`src/rtl/lcd_text_driver.sv`:
```
// HD44780 16x2 text driver: runs the power-up/init sequence, then repaints both
// lines whenever the right-justified, NUL-padded text bus changes.
module lcd_text_driver #(
  parameter int POWERUP_CYCLES    = 750000,
  parameter int EN_HIGH_CYCLES    = 25,
  parameter int CMD_WAIT_CYCLES   = 2000,
  parameter int CLEAR_WAIT_CYCLES = 82000
) (
  input  logic         clock,
  input  logic         reset,
  input  logic [255:0] lcd_text,
  output logic [7:0]   lcd_data,
  output logic         lcd_rs,
  output logic         lcd_rw,
  output logic         lcd_en,
  output logic         lcd_on,
  output logic         lcd_blon,
  output logic         init_done,
  output logic         busy
);

  localparam int CMD_TOTAL   = 1 + EN_HIGH_CYCLES + CMD_WAIT_CYCLES;
  localparam int CLEAR_TOTAL = 1 + EN_HIGH_CYCLES + CLEAR_WAIT_CYCLES;
  localparam int MAX_A       = (POWERUP_CYCLES > CLEAR_TOTAL) ? POWERUP_CYCLES : CLEAR_TOTAL;
  localparam int MAX_COUNT   = (MAX_A > CMD_TOTAL) ? MAX_A : CMD_TOTAL;
  localparam int CW          = $clog2(MAX_COUNT + 1);

  typedef enum logic [2:0] {PWRUP, INIT, IDLE, SNAP, LINE1, CHARS1, LINE2, CHARS2} state_t;

  state_t         state_reg, state_next;
  logic [CW-1:0]  cnt_reg;
  logic [4:0]     pos_reg;
  logic [1:0]     init_idx_reg;
  logic [255:0]   snap_reg;
  logic [5:0]     lead_reg;
  logic           dirty_reg;
  logic           init_done_reg;

  logic [7:0]     slot [32];
  logic [31:0]    text_nul;
  logic [5:0]     lead_calc;
  logic [5:0]     src;
  logic [7:0]     char_byte;
  logic [7:0]     wr_data;
  logic           wr_rs;
  logic           write_state;
  logic           write_last;
  logic           pwrup_last;

  genvar gi;
  generate
    for (gi = 0; gi < 32; gi++) begin : g_slot
      assign slot[gi]     = snap_reg[255-8*gi -: 8];
      assign text_nul[gi] = (lcd_text[255-8*gi -: 8] == 8'h00);
    end
  endgenerate

  // Index of the first non-NUL slot; 32 when the whole bus is NUL.
  always_comb begin
    lead_calc = 6'd32;
    for (int i = 31; i >= 0; i--) begin
      if (!text_nul[i]) lead_calc = 6'(i);
    end
  end

  assign src       = {1'b0, pos_reg} + lead_reg;
  assign char_byte = (src[5] || slot[src[4:0]] == 8'h00) ? 8'h20 : slot[src[4:0]];

  assign write_state = (state_reg == INIT) || (state_reg == LINE1) || (state_reg == CHARS1) ||
                       (state_reg == LINE2) || (state_reg == CHARS2);
  assign write_last  = (wr_data == 8'h01 && !wr_rs) ? (cnt_reg == CW'(CLEAR_TOTAL - 1))
                                                    : (cnt_reg == CW'(CMD_TOTAL - 1));
  assign pwrup_last  = (cnt_reg == CW'(POWERUP_CYCLES - 1));

  always_ff @(posedge clock) begin
    if (reset) state_reg <= PWRUP;
    else       state_reg <= state_next;
  end

  always_comb begin
    state_next = state_reg;
    case (state_reg)
      PWRUP:  if (pwrup_last) state_next = INIT;
      INIT:   if (write_last && init_idx_reg == 2'd3) state_next = IDLE;
      IDLE:   if (dirty_reg || lcd_text != snap_reg) state_next = SNAP;
      SNAP:   state_next = LINE1;
      LINE1:  if (write_last) state_next = CHARS1;
      CHARS1: if (write_last && pos_reg == 5'd15) state_next = LINE2;
      LINE2:  if (write_last) state_next = CHARS2;
      CHARS2: if (write_last && pos_reg == 5'd31) state_next = IDLE;
      default: state_next = PWRUP;
    endcase
  end

  always_comb begin
    wr_data = 8'h00;
    wr_rs   = 1'b0;
    case (state_reg)
      INIT: begin
        case (init_idx_reg)
          2'd0:    wr_data = 8'h38;
          2'd1:    wr_data = 8'h0C;
          2'd2:    wr_data = 8'h01;
          default: wr_data = 8'h06;
        endcase
      end
      LINE1:  wr_data = 8'h80;
      LINE2:  wr_data = 8'hC0;
      CHARS1, CHARS2: begin
        wr_data = char_byte;
        wr_rs   = 1'b1;
      end
      default: ;
    endcase
  end

  assign lcd_data  = wr_data;
  assign lcd_rs    = wr_rs;
  assign lcd_en    = write_state && (cnt_reg != '0) && (cnt_reg <= CW'(EN_HIGH_CYCLES));
  assign lcd_rw    = 1'b0;
  assign lcd_on    = 1'b1;
  assign lcd_blon  = 1'b1;
  assign init_done = init_done_reg;
  assign busy      = (state_reg != IDLE);

  always_ff @(posedge clock) begin
    if (reset) begin
      cnt_reg       <= '0;
      pos_reg       <= '0;
      init_idx_reg  <= '0;
      snap_reg      <= '0;
      lead_reg      <= '0;
      dirty_reg     <= 1'b1;
      init_done_reg <= 1'b0;
    end else begin
      if (state_reg == PWRUP) cnt_reg <= pwrup_last ? '0 : cnt_reg + 1'b1;
      else if (write_state)   cnt_reg <= write_last ? '0 : cnt_reg + 1'b1;
      else                    cnt_reg <= '0;

      if (state_reg == INIT && write_last) begin
        init_idx_reg <= init_idx_reg + 2'd1;
        if (init_idx_reg == 2'd3) init_done_reg <= 1'b1;
      end

      if (state_reg == SNAP) begin
        snap_reg  <= lcd_text;
        dirty_reg <= 1'b0;
        lead_reg  <= lead_calc;
        pos_reg   <= '0;
      end

      // Position runs 0..31 across both lines; only character writes advance it.
      if ((state_reg == CHARS1 || state_reg == CHARS2) && write_last) pos_reg <= pos_reg + 5'd1;
    end
  end

endmodule

```
`config.mk`:
```
export PLATFORM = sky130hd
export DESIGN_NAME = lcd_text_driver
export DESIGN_NICKNAME = d
export VERILOG_FILES = /design/src/rtl/lcd_text_driver.sv
export SDC_FILE = /design/constraint.sdc
export NUM_CORES = 1
export LEC_CHECK = 0
export ABC_AREA = 1
export CORE_ASPECT_RATIO = 1.2
export CORE_MARGIN = 2
export CORE_UTILIZATION = 35
export DETAILED_ROUTE_END_ITERATION = 12
export HOLD_SLACK_MARGIN = 0.08
export SETUP_SLACK_MARGIN = 0.5
export SLEW_MARGIN = 20
export SYNTH_ARGS = -nofsm -noshare
export SYNTH_HDL_FRONTEND = slang
export SYNTH_SLANG_ARGS = --single-unit
```
`constraint.sdc`:
```
create_clock -name clock -period 7.1 [get_ports clock]
set_input_delay 1.42 -clock clock [delete_from_list [all_inputs] [get_ports clock]]
set_output_delay 1.42 -clock clock [all_outputs]
set_load 0.03 [all_outputs]
```
Word level (Yosys, flattened, before mapping)
Index checks and enable logic that the tools add are counted.
- multiply operators: 0
- shifts and indexed selects: 0
- order comparisons: 2
- reductions and logical operators: 56
- eq/ne operators: 25
- divide/modulo/power cells: 0
- multiplexer cells: 54
- bitwise gates (word level): 1
- $add $sub $neg: 4
- operators by type and width (cell ; count):
    logical NOT 8 bit ; 33
    inequality test 256 bit ; 1
    2-to-1 mux 6 bit ; 32
    2-to-1 mux 20 bit ; 4
    binary-select mux 8 bit (select 5 bit) ; 1
    case mux 8 bit (4 select lines) ; 1
    2-to-1 mux 8 bit ; 3
    case mux 3 bit (8 select lines) ; 1
    2-to-1 mux 3 bit ; 7
    adder 20 x 1 -> 20 bit (second input constant) ; 1
    == test 20 x 11 -> 1 bit (second input constant) ; 1
    == test 20 x 17 -> 1 bit (second input constant) ; 1
    == test 20 bit (second input constant) ; 1
    <= comparator 20 x 5 -> 1 bit (second input constant) ; 1
    nonzero test 20 bit ; 1
    case mux 6 bit (3 select lines) ; 1
    == test 3 bit (second input constant) ; 4
    2-to-1 mux 5 bit ; 2
    == test 8 x 1 -> 1 bit (second input constant) ; 1
    logical AND 1 bit ; 8
    inequality test 2 bit (second input constant) ; 4
    logical OR 1 bit ; 7
    AND reduction 7 bit ; 1
    adder 5 x 6 -> 6 bit ; 1
    19 further kinds ; 24
- memory bits (read-only): 0
- output and inout port bits: 15
- bits of input ports: 258
- word-level logic and storage cells: 150
- register bits: 294
- memories kept: 0
- bits in writable memories: 0
- bits in latches: 0

Longest topological paths before layout
Gate-level depths: netlist of run 1.
- depth in word-level cells: 33
- mapped depth: 36

Worst setup path before layout of run 1
OpenSTA, ideal clock, no wires.
- path kind: reg2out
- from: register pos_reg[0]
- to: output port lcd_data[7]
- arrival time: 2.833 ns
- data required time: 5.680 ns
- path slack: 2.847 ns
- stages on the path, launching flop included: 12
- cell sequence: dfxtp_1 -> ha_1 -> inv_1 -> fa_1 -> xnor2_2 -> clkbuf_1 -> nand2_1 -> nand3_1 -> nand2_1 -> o21ai_0 -> nand2_1 -> a21boi_0
- longest elaborated chain between the ends: 9
- ends and longest elaborated chain (item ; RTL line ; source):
    start, declared ; 32 ; logic [4:0] pos_reg;
    start signal, assigned ; 153 ; if ((state_reg == CHARS1 || state_reg == CHARS2) && write_last) pos_reg <= pos_reg + 5'd1;
    adder 5 x 6 -> 6 bit (*) ; 66 ; assign src = {1'b0, pos_reg} + lead_reg;
    NOT 5 -> 6 bit (implied by the code) ; 67 ; assign char_byte = (src[5] || slot[src[4:0]] == 8'h00) ? 8'h20 : slot[src[4:0]];
    binary-select mux 8 bit (select 5 bit) ; 67 ;
    2-to-1 mux 8 bit (implied by the code) (2 in series) ; 67 ;
    logical NOT 8 bit ; 67 ;
    logical OR 1 bit ; 67 ;
    2-to-1 mux 8 bit (*) ; 67 ;
    case mux 8 bit (4 select lines) (*) ; 98 ; case (state_reg)
    end, declared ; 12 ; output logic [7:0] lcd_data,
Every way passes the cells marked *; elsewhere a longest branch is shown, timed or not. The select of a mux whose other input is x is not followed.

Worst setup path in the final report of run 1
- from: register pos_reg[0]
- to: output port lcd_data[0]
The elaborated chain is that of the path after synthesis.

==> results.py, run 1 <==
metrics = {
    "die": {
        "die_area_mm2": 0.0515,
        "start_util": 0.354,
        "core_area_mm2": 0.0491,
        "io_pins": 273,
        "fp.dieW_um": 208,
        "die_h_um": 248,
        "row_count": 89,
    },
    "critical_path": {
        "start_kind": "flip-flop",
        "worstReg2RegEnd": "cnt_reg[10]$_SDFF_PP0_",
        "r2r-start": "pos_reg[0]$_SDFFE_PP0P_",
        "arrival_ns": 4.82,
        "crit_required_ns": 5.68,
        "crit_type": "reg -> out",
        "r2r_slack_ns": 1.94,
        "end_kind": "output pin",
        "cp_max_fo": 50,
        "rr_worst_depth": 21,
    },
    "power_and_ir_drop": {
        "p_comb_frac": 0.105,
        "p_leak_nw": 8.61,
        "p_int_w": 0.00311,
        "seqPwrFrac": 0.395,
        "p_switching_w": 0.00108,
        "swShare": 0.257,
        "irDropWorstVdd_mv": 0.129,
        "p_per_area_mw_per_mm2": 192,
        "pwr-share-clk": 0.500,
    },
    "timing": {
        "holdWs_ns": 0.458,
        "period_minus_slack_ns": 6.24,
        "slew_violations": 0,
        "finalHoldViolCount": 0,
        "finalSetupViolations": 0,
        "min_period_over_period": 0.878,
        "rsz0062_at_grt": "no",
        "slew_headroom": 0.230,
        "tightest_slew_ns": 1.14,
        "tns_ns": 0,
        "fmaxAchievable_mhz": 160,
        "finalClockSkew_ns": 0.0264,
    },
    "placed_design": {
        "dp_hpwl_mm": 80.2,
        "place_congestion": 1.03,
        "place_area_mm2": 0.0205,
        "dp.cells": 3399,
        "portBuffers": 269,
    },
    "clock_network": {
        "clock_sinks": 294,
        "clock_latency_ns": 0.57,
        "cts_tree": "yes",
        "cts_root_buffer": "clkbuf_16",
        "clk_pin_slew_ns": 0.06,
        "post_cts_buffers": 0,
        "clk_path_buf_depth": 3,
        "htreeDepth": 2,
        "cts_buffers": 37,
    },
    "worst_hold_path": {
        "hold_class": "reg -> reg",
        "hold_start": "dirty_reg$_SDFFE_PP1P_",
        "hold_depth": 2,
        "min_to": "dirty_reg$_SDFFE_PP1P_",
    },
    "synthesis": {
        "synth_edf_count": 0,
        "synthDistinctLibCells": 57,
        "avgSynthCellArea_um2": 6.65,
        "ys_seq_area_frac": 0.338,
        "syn_area_mm2": 0.0174,
        "ys_warn_count": 0,
        "ys_ff_latch": 294,
        "synthFlopType": "dfxtp_1",
        "synthTopCellsByArea": "dfxtp_1 (34%), o21ai_0 (12%), a21oi_1 (9.7%)",
        "synth_top_area_share": 0.338,
        "yosysTopAreaCell": "dfxtp_1",
        "synth-async-reset-ratio": 0,
        "syn_inst": 2618,
    },
    "finish": {
        "final_common_cell": "o21ai_0",
        "drive_above_1_share": 0.0365,
        "final_util": 0.444,
        "final_cell_mix": "o21ai_0 (419), a21oi_1 (336), inv_1 (322)",
        "largest_register_ff_count": 256,
        "syn_to_final_growth_pct": 25.2,
        "fin_area_mm2": 0.0218,
        "num-nets-final": 3077,
        "final_cells": 3466,
    },
    "drt": {
        "dr.pass1.iters": 6,
        "ant_nets": 0,
        "vias_per_cell": 5.88,
        "vias": 20400,
        "drt_iter0_markers": 2254,
        "drc": 0,
        "routed_wl_mm": 102,
        "wl_per_cell_um": 29.4,
    },
    "grt": {
        "grt_overflow_total": 0,
        "grt_max_degree": 148,
        "grtUsageTotal": 0.383,
        "grt_pass1_wl_mm": 141,
        "grt_pass1_vias": 19000,
        "antenna_found_initial": 4,
    },
    "run_status": {
        "status": "finished, final reports clean",
    },
    "job": {
        "max_cap_violations": 0,
    },
}
==> worst max path at each step <==
stage / slack (ns) / startpoint / end
global placement: 1.31 / pos_reg[0]$_SDFFE_PP0P_ / lcd_data[0]
floorplan: 2.85 / pos_reg[0]$_SDFFE_PP0P_ / lcd_data[7]
CTS: 0.65 / pos_reg[0]$_SDFFE_PP0P_ / lcd_data[0]
global route: 0.58 / pos_reg[0]$_SDFFE_PP0P_ / lcd_data[0]
finish: 0.86 / pos_reg[0]$_SDFFE_PP0P_ / lcd_data[0]
detailed placement: 1.26 / pos_reg[0]$_SDFFE_PP0P_ / lcd_data[0]
==> logic make-up (layout without fill, tap and decap cells) <==
group | after synthesis | after routing | share of synthesized area
XOR/XNOR | 82 | 82 | 0.0432
other | 2 | 7 | 0.000432
buffers and inverters | 474 | 680 | 0.107
AO/OA/AOI/OAI | 946 | 946 | 0.295
flip-flops | 294 | 294 | 0.338
AND/OR/NAND/NOR | 802 | 802 | 0.203
adder cells (fa/ha/maj) | 18 | 18 | 0.0134
==> routing by layer <==
layer	GRT usage	routed length, um
met4	0.253	7980
met2	0.643	47200
met3	0.0585	7590
met5	0	30
met1	0.458	39200
==> cells in the mapped netlist, types with 6 or more instances <==
library cell	number
a211o_1	6
a211oi_1	8
a21oi_1	336
a221oi_1	24
a22o_1	7
buf_2	28
buf_4	7
clkbuf_1	108
dfxtp_1	294
ha_1	17
inv_1	324
nand2_1	319
nand3_1	64
nand4_1	34
nor2_1	237
nor3_1	36
nor4_1	84
o2111ai_1	11
o211ai_1	7
o21ai_0	419
o21ai_1	26
o22ai_1	81
or4_1	10
xnor2_1	19
xor2_1	60
==> worst max-delay path: stages (launching register included) <==
cell and delay (ns):
dfxtp_1 0.42, ha_4 0.17, inv_1 0.05, fa_2 0.81, inv_4 0.35, a21oi_1 0.20, o21ai_0 0.10, a21oi_1 0.19
a211o_1 0.12, nand3_1 0.16, nand2_1 0.23, inv_1 0.06, nand2_1 0.08, nor3_2 0.04, nand2_1 0.08, nand2_1 0.07
nor2_2 0.17, nand2_1 0.08, o21ai_0 0.13, clkdlybuf4s50_1 0.73
==> stage by stage <==
stage | power [W] | setup WS, ns
3_3_place_gp | 0.00212 | 1.31
6_report | 0.00418 | 0.864
5_1_grt | 0.00427 | 0.583
3_5_place_dp | 0.00212 | 1.26
2_1_floorplan | 0.00181 | 2.85
4_1_cts | 0.00419 | 0.653
==> cell type report <==
| class | instances | area, um2 |
|---|---|---|
| multi-input cells | 1851 | 9690 |
| clock buffers | 48 | 1040 |
| fillers | 5176 | 27300 |
| inverters | 329 | 1250 |
| well taps | 637 | 797 |
| diodes | 4 | 10.0 |
| flip-flops and latches | 294 | 5890 |
| repair buffers | 288 | 2870 |
| clock inverters | 15 | 255 |
==> timing repair <==
item / in CTS / in global routing
resized for setup: 0 / 3
setup endpoints to repair: 0 / 6
hold buffers: 0 / 0
==> power by group through the flow <==
stage	Sequential [W]	Clock [W]	Combinational, W
3_3_place_gp	0.00169	0	0.000428
4_1_cts	0.00165	0.00211	0.000429
6_report	0.00165	0.00209	0.000440
2_1_floorplan	0.00169	0	0.000119
5_1_grt	0.00165	0.00217	0.000451
3_5_place_dp	0.00169	0	0.000427
Note: power is estimated with default switching activity, not from simulation.
==> run 2: changes to the inputs <==
Settings changed: GPL_ROUTABILITY_DRIVEN set to 0.
==> run 2 against run 1 <==
  * Die area unchanged
  * Via count increased by 2.3%
  * Clock skew decreased by 0.0073 ns
  * Clock power decreased by 13%
  * Fmax decreased by 0.49%
  * Combinational power decreased by 2%
==> results.py, run 2 (synthesis results as in run 1) <==
metrics = {
    "run_status": {
        "status": "finished, final reports clean",
    },
    "critical_path": {
        "cp-startpoint": "pos_reg[0]$_SDFFE_PP0P_",
        "crit_type": "reg -> out",
        "r2r-start": "pos_reg[0]$_SDFFE_PP0P_",
        "crit_required_ns": 5.68,
        "cp_max_fo": 50,
        "end_kind": "output pin",
        "start_kind": "flip-flop",
        "arrival_ns": 4.85,
    },
    "power_and_ir_drop": {
        "p_leak_nw": 8.51,
        "pwr-share-clk": 0.467,
        "p_per_area_mw_per_mm2": 181,
        "p_switching_w": 0.00102,
        "p_int_w": 0.00288,
        "irDropWorstVdd_mv": 0.160,
        "swShare": 0.262,
        "p_comb_frac": 0.111,
        "power_w": 0.00391,
        "seqPwrFrac": 0.423,
    },
    "finish": {
        "regArea_mm2": 0.00589,
        "syn_to_final_growth_pct": 24.0,
        "multiInputGateArea_mm2": 0.00969,
        "final_cell_mix": "o21ai_0 (419), a21oi_1 (336), inv_1 (322)",
        "fin_area_mm2": 0.0216,
        "final_common_cell": "o21ai_0",
        "n_fill_cell": 5033,
        "drive_above_1_share": 0.0316,
        "final_util": 0.440,
        "largest_register_ff_count": 256,
        "num-nets-final": 3072,
    },
    "die": {
        "start_util": 0.354,
        "row_count": 89,
        "die_h_um": 248,
        "fp.dieW_um": 208,
        "io_pins": 273,
        "core_area_mm2": 0.0491,
        "die_area_mm2": 0.0515,
    },
    "timing": {
        "finalClockSkew_ns": 0.0191,
        "fmaxAchievable_mhz": 160,
        "holdWs_ns": 0.448,
        "min_period_over_period": 0.883,
        "tns_ns": 0,
        "finalHoldViolCount": 0,
        "slew_violations": 0,
        "finalSetupViolations": 0,
        "slew_headroom": 0.171,
        "period_minus_slack_ns": 6.27,
        "rsz0062_at_grt": "no",
        "tightest_slew_ns": 1.24,
    },
    "worst_hold_path": {
        "hold_start": "dirty_reg$_SDFFE_PP1P_",
        "hold_class": "reg -> reg",
    },
    "grt": {
        "grt_pass1_wl_mm": 129,
        "grt_max_degree": 254,
        "grt_pass1_vias": 19200,
        "antenna_found_initial": 6,
        "grtUsageTotal": 0.340,
        "grt_overflow_total": 0,
    },
    "drt": {
        "drt_iter0_markers": 2954,
        "wl_per_cell_um": 26.4,
        "vias_per_cell": 6.03,
        "ant_nets": 0,
        "vias": 20800,
        "dr.pass1.iters": 9,
        "drc": 0,
        "routed_wl_mm": 91.4,
    },
    "job": {
        "max_cap_violations": 0,
    },
    "placed_design": {
        "dp_hpwl_mm": 69.8,
        "portBuffers": 269,
        "place_area_mm2": 0.0204,
    },
    "clock_network": {
        "clk_path_buf_depth": 3,
        "clk_pin_slew_ns": 0.05,
        "hold_buffers": 0,
        "cts_buffers": 35,
        "clock_sinks": 294,
        "cts_tree": "yes",
        "clock_latency_ns": 0.54,
        "cts_root_buffer": "clkbuf_16",
        "htreeDepth": 2,
    },
}
run 2: cell count changes in the layout (fill, tap and decap cells not counted), sizes merged:
cell	change
clkbuf	+4
buf	-3
clkinvlp	-2
bufinv	-5
clkinv	-2
diode	-2
inv	+1
run 2: metrics by stage:
stage,setup slack (ns),cells
floorplan,2.85,2619
global placement,1.30,3394
detailed placement,1.25,3394
CTS,0.671,3453
global route,0.577,3455
finish,0.834,3457
run 2: timing repair:
| item | CTS | global route |
|---|---|---|
| buffers inserted | 0 | 2 |
| resized for setup | 0 | 4 |
| endpoints found under the setup margin | 0 | 7 |
run 2: area by class of cell:
cell class,instances,area share
Timing Repair Buffer,285,0.132
Tap cell,637,0.0369
Multi-Input combinational cell,1851,0.449
Antenna cell,2,0.000232
Sequential cell,294,0.273
Inverter,329,0.0581
Clock buffer,52,0.0468
Clock inverter,7,0.00464
run 2: path summary, 6_finish.rpt:
check	to	slack (ns)	depth (start not counted)
max reg2reg	pos_reg[0]$_SDFFE_PP0P_	2.39	23
min reg2reg	dirty_reg$_SDFFE_PP1P_	0.45	2
min	dirty_reg$_SDFFE_PP1P_	0.45	2
max	lcd_data[0]	0.83	18
run 2: power by group through the flow:
stage,clock [W],sequential (W),combinational (W)
floorplan,0,0.00169,0.000119
global placement,0,0.00169,0.000413
detailed placement,0,0.00169,0.000413
CTS,0.00182,0.00165,0.000415
global route,0.00188,0.00165,0.000444
finish,0.00182,0.00165,0.000432
run 2: metal layers:
layer	vias to the layer above	track usage	wire (um)
met3	377	0.0948	10800
met1	9556	0.396	32700
met5	-	0	34
met2	1552	0.526	38800
met4	6	0.277	9030
li1	9358	-	-
run 2: worst max-delay path, cell delays in order (launching register included):
cell and delay, ns:
dfxtp_1 0.41, ha_4 0.16, inv_1 0.05, fa_2 0.76, inv_4 0.31, a21oi_1 0.20, o21ai_0 0.13, nand2_1 0.08
nand2_1 0.06, a31oi_1 0.32, o21ai_1 0.23, o21ai_0 0.21, nor4_1 0.10, nand2_1 0.07, nand2_1 0.07, nor2_2 0.18
nand2_1 0.07, o21ai_0 0.13, clkdlybuf4s50_1 0.74
